[src/rtl/fetch_queue.sv]
// fetch_queue: in-order instruction buffer between fetch and decode.
// Holds {instr, pc} pairs. Raises an early stall one slot before full,
// which covers the fetch register's one-cycle latency. An EXE redirect
// (flush_v_q_i) discards every entry.
module fetch_queue #(
    parameter  int unsigned DEPTH = 4,
    parameter  int unsigned XLEN  = 32,
    localparam int unsigned CNTW  = $clog2(DEPTH + 1)
) (
    input  logic            clk,
    input  logic            reset,
    input  logic            push_v_i,
    input  logic [31:0]     instr_i,
    input  logic [XLEN-1:0] pc_i,
    output logic            stall_o,
    output logic            full_o,
    input  logic            flush_v_q_i,
    output logic            instr_v_o,
    output logic [31:0]     instr_o,
    output logic [XLEN-1:0] pc_o,
    input  logic            dec_ready_i,
    output logic [CNTW-1:0] count_o,
    output logic            overflow_o
);

    localparam int unsigned PW = $clog2(DEPTH);

    logic [31:0]     r_instr_mem [DEPTH];
    logic [XLEN-1:0] r_pc_mem    [DEPTH];
    logic [PW-1:0]   r_rd_ptr;
    logic [PW-1:0]   r_wr_ptr;
    logic [CNTW-1:0] r_count;
    logic            r_overflow;

    logic            w_full;
    logic            w_instr_v;
    logic            w_push;
    logic            w_pop;

    // Occupancy flags, handshake qualifiers and head-of-queue outputs
    always_comb begin
        w_full     = (r_count == CNTW'(DEPTH));
        w_instr_v  = (r_count != '0) & ~flush_v_q_i;
        w_push     = push_v_i & ~w_full & ~flush_v_q_i;
        w_pop      = w_instr_v & dec_ready_i;
        stall_o    = (r_count >= CNTW'(DEPTH - 1));
        full_o     = w_full;
        instr_v_o  = w_instr_v;
        instr_o    = r_instr_mem[r_rd_ptr];
        pc_o       = r_pc_mem[r_rd_ptr];
        count_o    = r_count;
        overflow_o = r_overflow;
    end

    // Entry storage: written at the tail on an accepted push
    always_ff @(posedge clk or posedge reset) begin
        if (reset) begin
            for (int unsigned i = 0; i < DEPTH; i++) begin
                r_instr_mem[i] <= '0;
                r_pc_mem[i]    <= '0;
            end
        end else if (w_push) begin
            r_instr_mem[r_wr_ptr] <= instr_i;
            r_pc_mem[r_wr_ptr]    <= pc_i;
        end
    end

    // Pointers and occupancy; a flush overrides any push or pop in that cycle
    always_ff @(posedge clk or posedge reset) begin
        if (reset) begin
            r_rd_ptr <= '0;
            r_wr_ptr <= '0;
            r_count  <= '0;
        end else if (flush_v_q_i) begin
            r_rd_ptr <= '0;
            r_wr_ptr <= '0;
            r_count  <= '0;
        end else begin
            if (w_push) r_wr_ptr <= r_wr_ptr + PW'(1);
            if (w_pop)  r_rd_ptr <= r_rd_ptr + PW'(1);
            case ({w_push, w_pop})
                2'b10:   r_count <= r_count + CNTW'(1);
                2'b01:   r_count <= r_count - CNTW'(1);
                default: r_count <= r_count;
            endcase
        end
    end

    // Sticky overflow: a push presented while full is lost; only reset clears it
    always_ff @(posedge clk or posedge reset) begin
        if (reset) begin
            r_overflow <= 1'b0;
        end else if (push_v_i & w_full) begin
            r_overflow <= 1'b1;
        end
    end

endmodule

[config.mk]
export PLATFORM = sky130hd
export DESIGN_NAME = fetch_queue
export DESIGN_NICKNAME = d
export VERILOG_FILES = /design/src/rtl/fetch_queue.sv
export SDC_FILE = /design/constraint.sdc
export NUM_CORES = 1
export LEC_CHECK = 0
export CORE_MARGIN = 5
export CORE_UTILIZATION = 56
export CTS_CLUSTER_SIZE = 28
export DETAILED_ROUTE_END_ITERATION = 10
export GPL_TIMING_DRIVEN = 0
export PLACE_DENSITY_LB_ADDON = 0.1
export SETUP_SLACK_MARGIN = 0.4
export SLEW_MARGIN = 20
export SYNTH_ARGS = -nofsm -noshare
export SYNTH_HDL_FRONTEND = slang
export SYNTH_SLANG_ARGS = --single-unit
[constraint.sdc]
create_clock -name clk -period 13.15 [get_ports clk]
set_input_delay 3.2875 -clock clk [delete_from_list [all_inputs] [get_ports clk]]
set_output_delay 3.2875 -clock clk [all_outputs]
set_load 0.05 [all_outputs]
---- Word level (Yosys, flattened, before mapping) ----
Index checks and enable logic that the tools add are counted.
operators by class
  $add $sub $neg .......................... 4
  $lt $le $gt $ge ......................... 4
  equality and inequality tests ........... 3
  mux-type cells .......................... 16
  bitwise operators ....................... 9
  reductions and logical operators ........ 5
operators by type and width
  cell                 number
  $bwmux 128           2
  $mux 32              5
  $bmux 32 s2          2
  $demux 32 s2         1
  $mux 2               4
  $ge 3x3->1 const B   2
  $not 2->3            2
  $pmux 3 s2           1
  $reduce_bool 3->1    2
  $and 1x1->1          5
  $add 2x1->2 const B  2
  $reduce_bool 2->1    2
  $add 3x1->3 const B  1
  $eq 3x3->1 const B   1
  $ge 3x2->1 const B   1
  $lt 3x1->1 const B   1
  $mux 3               1
  $sub 3x1->3 const B  1
  $eq 2x1->1 const B   1
  $eq 2x2->1 const B   1
  $not 1->1            2
  $logic_and 1x1->1    1
storage, ports and cells
  bits in registers ....................... 264
  input bits .............................. 69
  output and inout bits ................... 71
  word-level logic and storage cells ...... 53

---- Depth between registers and ports, before layout ----
Gate-level depths: netlist of run 1.
  depth after elaboration ................. 7
  mapped depth ............................ 8
  mapped depth without buffers ............ 6

---- Worst setup path before layout of run 1 ----
Ideal clock, no wire load.
  kind .................................... input to output
  start ................................... input flush_v_q_i
  end ..................................... output instr_v_o
  data arrival time ....................... 4.125 ns
  data required time ...................... 9.862 ns
  path slack .............................. 5.737 ns
  stages .................................. 2
  path buffers ............................ 1
  cells stage by stage .................... clkbuf_1 -> nor2_1
between the ends
  cells in the longest elaborated chain, start to end .. 2
ends and longest elaborated chain
  element          line  text
  start, declared  17    input logic flush_v_q_i,
  $not 1->1        43    w_instr_v = (r_count != '0) & ~flush_v_q_i;
  $and 1x1->1      43
  end, declared    18    output logic instr_v_o,
No other way between the ends.

---- Worst setup path after layout of run 1 ----
Ends and elaborated chain as after synthesis.

==> results of run 1 <==
[worst min path at each step]
stage	slack [ps]	start	to
6_report	460	overflow_o	overflow_o
5_1_grt	490	overflow_o	overflow_o
3_3_place_gp	440	overflow_o	overflow_o
2_1_floorplan	450	r_instr_mem[91]	r_instr_mem[91]
4_1_cts	470	overflow_o	overflow_o
3_5_place_dp	450	overflow_o	overflow_o
[power groups by stage]
| stage | clock [W] | combinational [W] | sequential [W] |
|---|---|---|---|
| 2_1_floorplan | 0 | 0.000734 | 0.00117 |
| 3_3_place_gp | 0 | 0.000952 | 0.00118 |
| 3_5_place_dp | 0 | 0.000982 | 0.00121 |
| 4_1_cts | 0.000770 | 0.000987 | 0.00120 |
| 5_1_grt | 0.000803 | 0.00103 | 0.00123 |
| 6_report | 0.000751 | 0.000975 | 0.00120 |
[critical path: stages]
cell,delay (ps)
clkdlybuf4s50_1,530
clkbuf_1,380
nor2_1,120
clkdlybuf4s50_1,730
[logic make-up after synthesis]
family                   Yosys count  share of synthesized area [%]
AO/OA/AOI/OAI                     20                           1.09
XOR/XNOR                           1                         0.0736
flip-flops                       264                           55.5
adder cells (fa/ha/maj)            5                          0.589
buffers and inverters             52                           2.95
multiplexers                     321                           38.3
AND/OR/NAND/NOR                   26                           1.45
[per-layer routing]
| metal | up-vias | track usage, % |
|---|---|---|
| met3 | 42 | 4.19 |
| met5 | - | 0 |
| met1 | 3550 | 29.1 |
| met4 | 2 | 5.04 |
| li1 | 2925 | - |
| met2 | 148 | 37.5 |
[sequential cells by signal (all words and copies together), names as in the netlist]
register and count:
r_pc_mem 128, r_wr_ptr 2, r_instr_mem 128, count_o 3, overflow_o 1, r_rd_ptr 2
[area by class of cell]
class	count	area, sq um	share of cell area (%)
plain buffers	46	329	2.26
repair buffers	140	1440	9.85
multi-input cells	373	4940	33.9
well taps	275	344	2.36
inverters	6	30.0	0.206
clock buffers	42	855	5.86
flip-flops and latches	264	6610	45.3
clock inverters	9	45.0	0.309
[stage by stage]
stage | hold slack, ps | area [sq um] | worst slack [ps] | cells | utilization [%]
after floorplan | 453 | 11900 | 2590 | 689 | -
after global placement | 445 | 13600 | 223 | 1102 | 65.0
after detailed placement | 452 | 13700 | 4840 | 1104 | 65.3
after CTS | 467 | 14600 | 4830 | 1155 | 69.6
after global routing | 489 | 14600 | 4750 | 1155 | 69.6
final | 463 | 14600 | 4820 | 1155 | 69.6
[synthesized netlist by cell type (all sizes together) (3+ instances only)]
library cell  instances  share of area, %
nand2b                5              0.26
a211oi                3              0.19
buf                  40               2.6
or3                   3              0.16
a21oi                 4              0.17
mux4                 64                12
o21ai                 4              0.17
dfrtp               264                56
mux2                256                26
ha                    4              0.42
inv                   6              0.19
clkbuf                6              0.19
o22ai                 3              0.16
nand3                 6              0.38
==> results.cfg, run 1 <==
[final_layout]
mostFrequentLayoutCells = dfrtp_1, mux2_2, clkdlybuf4s50_1
antenna_cells_inserted = 0
fin_nets = 933
area_growth_syn_to_layout_pct = 22.6
layout.cells.most_common = dfrtp_1
fillCellCount = 1428
drive_gt1_share_pct = 45.5

[grt]
initial_antenna_violation_count = 1
grt_pass1_vias = 7517
grt_start_max_net_pins = 117
grtUsageTotal_pct = 21.8
global_route_wire_length_before_repair_um = 41900
grt_overflow = 0

[floorplanning]
floorplan.initialDensity_pct = 56.8
dieHeight_um = 156
fp-row-count = 53
design.die.area_sq_um = 24300
io_pins = 140
die_x_um = 156
core_area_sq_um = 21000

[timing]
worst_clock_skew_ps = 8.53
slew_at_the_pin_closest_to_its_max_slew_limit_ps = 903
timing.slew.headroom_pct = 39.8
hold_viol = 0
rsz0062_at_grt = false
sum_of_negative_setup_slack_ps = 0
period_minus_slack_ps = 8330
maximum_operating_frequency_mhz = 120
crit_share_post_route_pct = 63.4
final-setup-viol-count = 0
report.final.slew_viol_count = 0

[setup_path]
critical_path.reg2reg.endpoint = count_o[1]
worst_r2r_startpoint = count_o[1]
worstSetupStartpoint = flush_v_q_i
worst-path-max-fanout = 10
rrSetupSlack_ps = 10620
cp-endpoint = instr_v_o
critical_path.endpoint_type = output port
worstPathArrival_ps = 5040
reg2regPathDepth = 8
nature_of_the_critical_path_startpoint = input pin
timing.critical_path.required_ps = 9860
critical_path_class = input pin to output port

[placed_design]
detailedPlacementHpwl_um = 17600
place_congestion = 0.778
placement.io_buffers = 138

[clocking]
cts_sinks = 264
clock_buffers_created_by_tritoncts = 28
clk_path_buf_depth = 3
ctsRootBufferMaster = clkbuf_16
cts_hold_repair_buffers = 0
cts-htree-levels = 1
tritoncts_clock_tree = done
cts_resized = 0
clock_latency_ps = 520
cts_setup_buffers = 0
clk_pin_slew_worst_paths_ps = 60

[route]
drc_errors = 0
route.antenna.remaining_nets = 0
topRoutingLayerUsed = met5
dr_wl_met2_um = 13200
wl_met3_um = 1220
route.detailed.wl_per_inst_um = 22.3
first_iter_violations = 294
postRouteWirelength_um = 25800
drtPass1Iterations = 5
vias = 6667
wirelength_met1_um = 10800
routed_vias_inst = 5.77

[min_path]
min_path_cells = 1
min-delay-path-class = register to register

[logic_synthesis]
asyncSetResetFlopFracSynth_pct = 100
synthesis.area_per_instance_sq_um = 17.3
syn_inst = 689
ys_dominant_reg_cell = dfrtp_1
ys_seq_area_share_pct = 55.5
ys_ff_latch = 264
synth_warnings = 0
number_of_enable_flip_flop_cells_after_synthesis = 0
mappedNetlistNets = 763
yosysUniqueCellTypes = 37
syn-cell-area_sq_um = 11900

[power_and_ir_drop]
power_density_nw_per_um2 = 201
switching_power_w = 0.000922
clockPowerShare_pct = 25.7
design_power_total_w = 0.00293
cell_internal_pwr_w = 0.00201
ir_worst_vdd_mv = 0.129
power.combinational.fraction_pct = 33.3
switching_share_pct = 31.5
power_frac_seq_pct = 41.1
static-leakage-power_nw = 6.39

[outcome]
run_status = finished clean

[flow_run]
timing.max_cap.violations = 0
Power figures use the tool's default switching activity.
==> inputs of run 2 (changes only) <==
--- a/config.mk
+++ b/config.mk
@@ -6,7 +6,7 @@
 export NUM_CORES = 1
 export LEC_CHECK = 0
 export CORE_MARGIN = 5
-export CORE_UTILIZATION = 56
+export CORE_UTILIZATION = 51
 export CTS_CLUSTER_SIZE = 28
 export DETAILED_ROUTE_END_ITERATION = 10
 export GPL_TIMING_DRIVEN = 0
==> constraint.sdc (replaced) <==
create_clock -name clk -period 7.3 [get_ports clk]
set_input_delay 1.825 -clock clk [delete_from_list [all_inputs] [get_ports clk]]
set_output_delay 1.825 -clock clk [all_outputs]
set_load 0.05 [all_outputs]
==> run 2 against run 1 <==
Via count up 0.27%; flip-flop and latch count did not move; global-route usage is 1.4 points lower; register-to-register slack worse by 5900 ps; total power up 80%; clock skew rose by 2.1 ps; first-iteration DRC count shrank 5.1%; cell area increased by 0.64%; critical path type unchanged; largest power group unchanged.
==> results.cfg, run 2 (synthesis results as in run 1) <==
[flow_run]
timing.max_cap.violations = 0

[clocking]
cts_setup_buffers = 0
tritoncts_clock_tree = done
clk_path_buf_depth = 3
clock_latency_ps = 530
clk_pin_slew_worst_paths_ps = 60
ctsRootBufferMaster = clkbuf_16
cts_resized = 0
cts_sinks = 264
cts_hold_repair_buffers = 0
clock_buffers_created_by_tritoncts = 29
cts-htree-levels = 1

[timing]
rsz0062_at_grt = false
period_minus_slack_ps = 5350
final-setup-viol-count = 0
crit_share_post_route_pct = 73.3
slew_at_the_pin_closest_to_its_max_slew_limit_ps = 938
timing.slew.headroom_pct = 37.5
maximum_operating_frequency_mhz = 187
hold_viol = 0
sum_of_negative_setup_slack_ps = 0
report.final.slew_viol_count = 0
worst_clock_skew_ps = 10.6
final.hold.worst_slack_ps = 458

[final_layout]
area_growth_syn_to_layout_pct = 23.4
layout.cells.most_common = dfrtp_1
fin_nets = 939
multi_input_area_sq_um = 4940
drive_gt1_share_pct = 45.1
final_area_sq_um = 14700
final_util_pct = 64.4
mostFrequentLayoutCells = dfrtp_1, mux2_2, clkdlybuf4s50_1
seq_area_sq_um = 6610
fillCellCount = 1605

[placed_design]
place_congestion = 0.781
detailed_place.area_sq_um = 13800
detailedPlacementHpwl_um = 18300
placement.io_buffers = 138

[grt]
grt_overflow = 0
grt_start_max_net_pins = 38
grtUsageTotal_pct = 20.4
initial_antenna_violation_count = 1
global_route_wire_length_before_repair_um = 42600
grt_pass1_vias = 7672

[route]
routed_vias_inst = 5.60
route.antenna.remaining_nets = 0
route.detailed.wl_per_inst_um = 22.1
drc_errors = 0
postRouteWirelength_um = 26300
first_iter_violations = 279
drtPass1Iterations = 4
vias = 6685

[setup_path]
worst-path-max-fanout = 10
critical_path.reg2reg.endpoint = count_o[1]
cp-endpoint = instr_v_o
worst_r2r_startpoint = count_o[1]
rrSetupSlack_ps = 4770
worstPathArrival_ps = 3530
nature_of_the_critical_path_startpoint = input pin
timing.critical_path.required_ps = 5480
worstSetupStartpoint = flush_v_q_i
critical_path.endpoint_type = output port
reg2regPathDepth = 8
critical_path_class = input pin to output port

[outcome]
run_status = finished clean

[power_and_ir_drop]
design_power_total_w = 0.00527
ir_worst_vdd_mv = 0.180
static-leakage-power_nw = 6.39
power_density_nw_per_um2 = 359

[floorplanning]
floorplan.initialDensity_pct = 52.2
core_area_sq_um = 22800
fp-row-count = 55
io_pins = 140
dieHeight_um = 163
die_x_um = 163
design.die.area_sq_um = 26500

[min_path]
min-delay-path-class = register to register
min_path_cells = 1
[run 2: changes by cell type in the layout (fill, tap and decap cells not counted)]
cell	before	now
clkbuf_1	11	14
buf_16	2	0
clkinvlp_4	0	1
clkinv_2	9	2
diode_2	0	1
bufinv_16	0	1
buf_12	7	14
clkbuf_8	8	4
[run 2: critical path, cell delays in order]
cell and delay (ps):
clkdlybuf4s50_1 520, clkbuf_1 360, nor2_1 100, clkdlybuf4s50_1 720
[run 2: metal layers]
metal  up-vias  GRT usage [%]  part of all wire [%]
li1       2928              -                     -
met1      3566           27.8                    43
met3        43           3.87                   4.8
met4         0           4.61                   2.1
met5         -              0                     0
met2       148           34.5                    50
[run 2: area by class of cell]
class | count | area share, %
flip-flops and latches | 264 | 45.0
multi-input cells | 373 | 33.7
repair buffers | 145 | 10.4
clock buffers | 41 | 5.52
well taps | 313 | 2.67
plain buffers | 46 | 2.24
clock inverters | 4 | 0.349
inverters | 6 | 0.179
diodes | 1 | 0.0170
[run 2: metrics by stage]
stage,worst slack [ps],instances
2_1_floorplan,1990,689
3_3_place_gp,517,1140
3_5_place_dp,1960,1147
4_1_cts,1960,1192
5_1_grt,1840,1193
6_report,1950,1193
[run 2: worst min path at each step]
stage | startpoint | end
3_5_place_dp | overflow_o | overflow_o
2_1_floorplan | r_instr_mem[91] | r_instr_mem[91]
4_1_cts | overflow_o | overflow_o
3_3_place_gp | overflow_o | overflow_o
6_report | overflow_o | overflow_o
5_1_grt | overflow_o | overflow_o
[run 2: where the power goes]
group          internal, W  switching (W)
sequential         0.00192       0.000236
combinational     0.000892       0.000869
clock             0.000797       0.000548
total              0.00361        0.00165
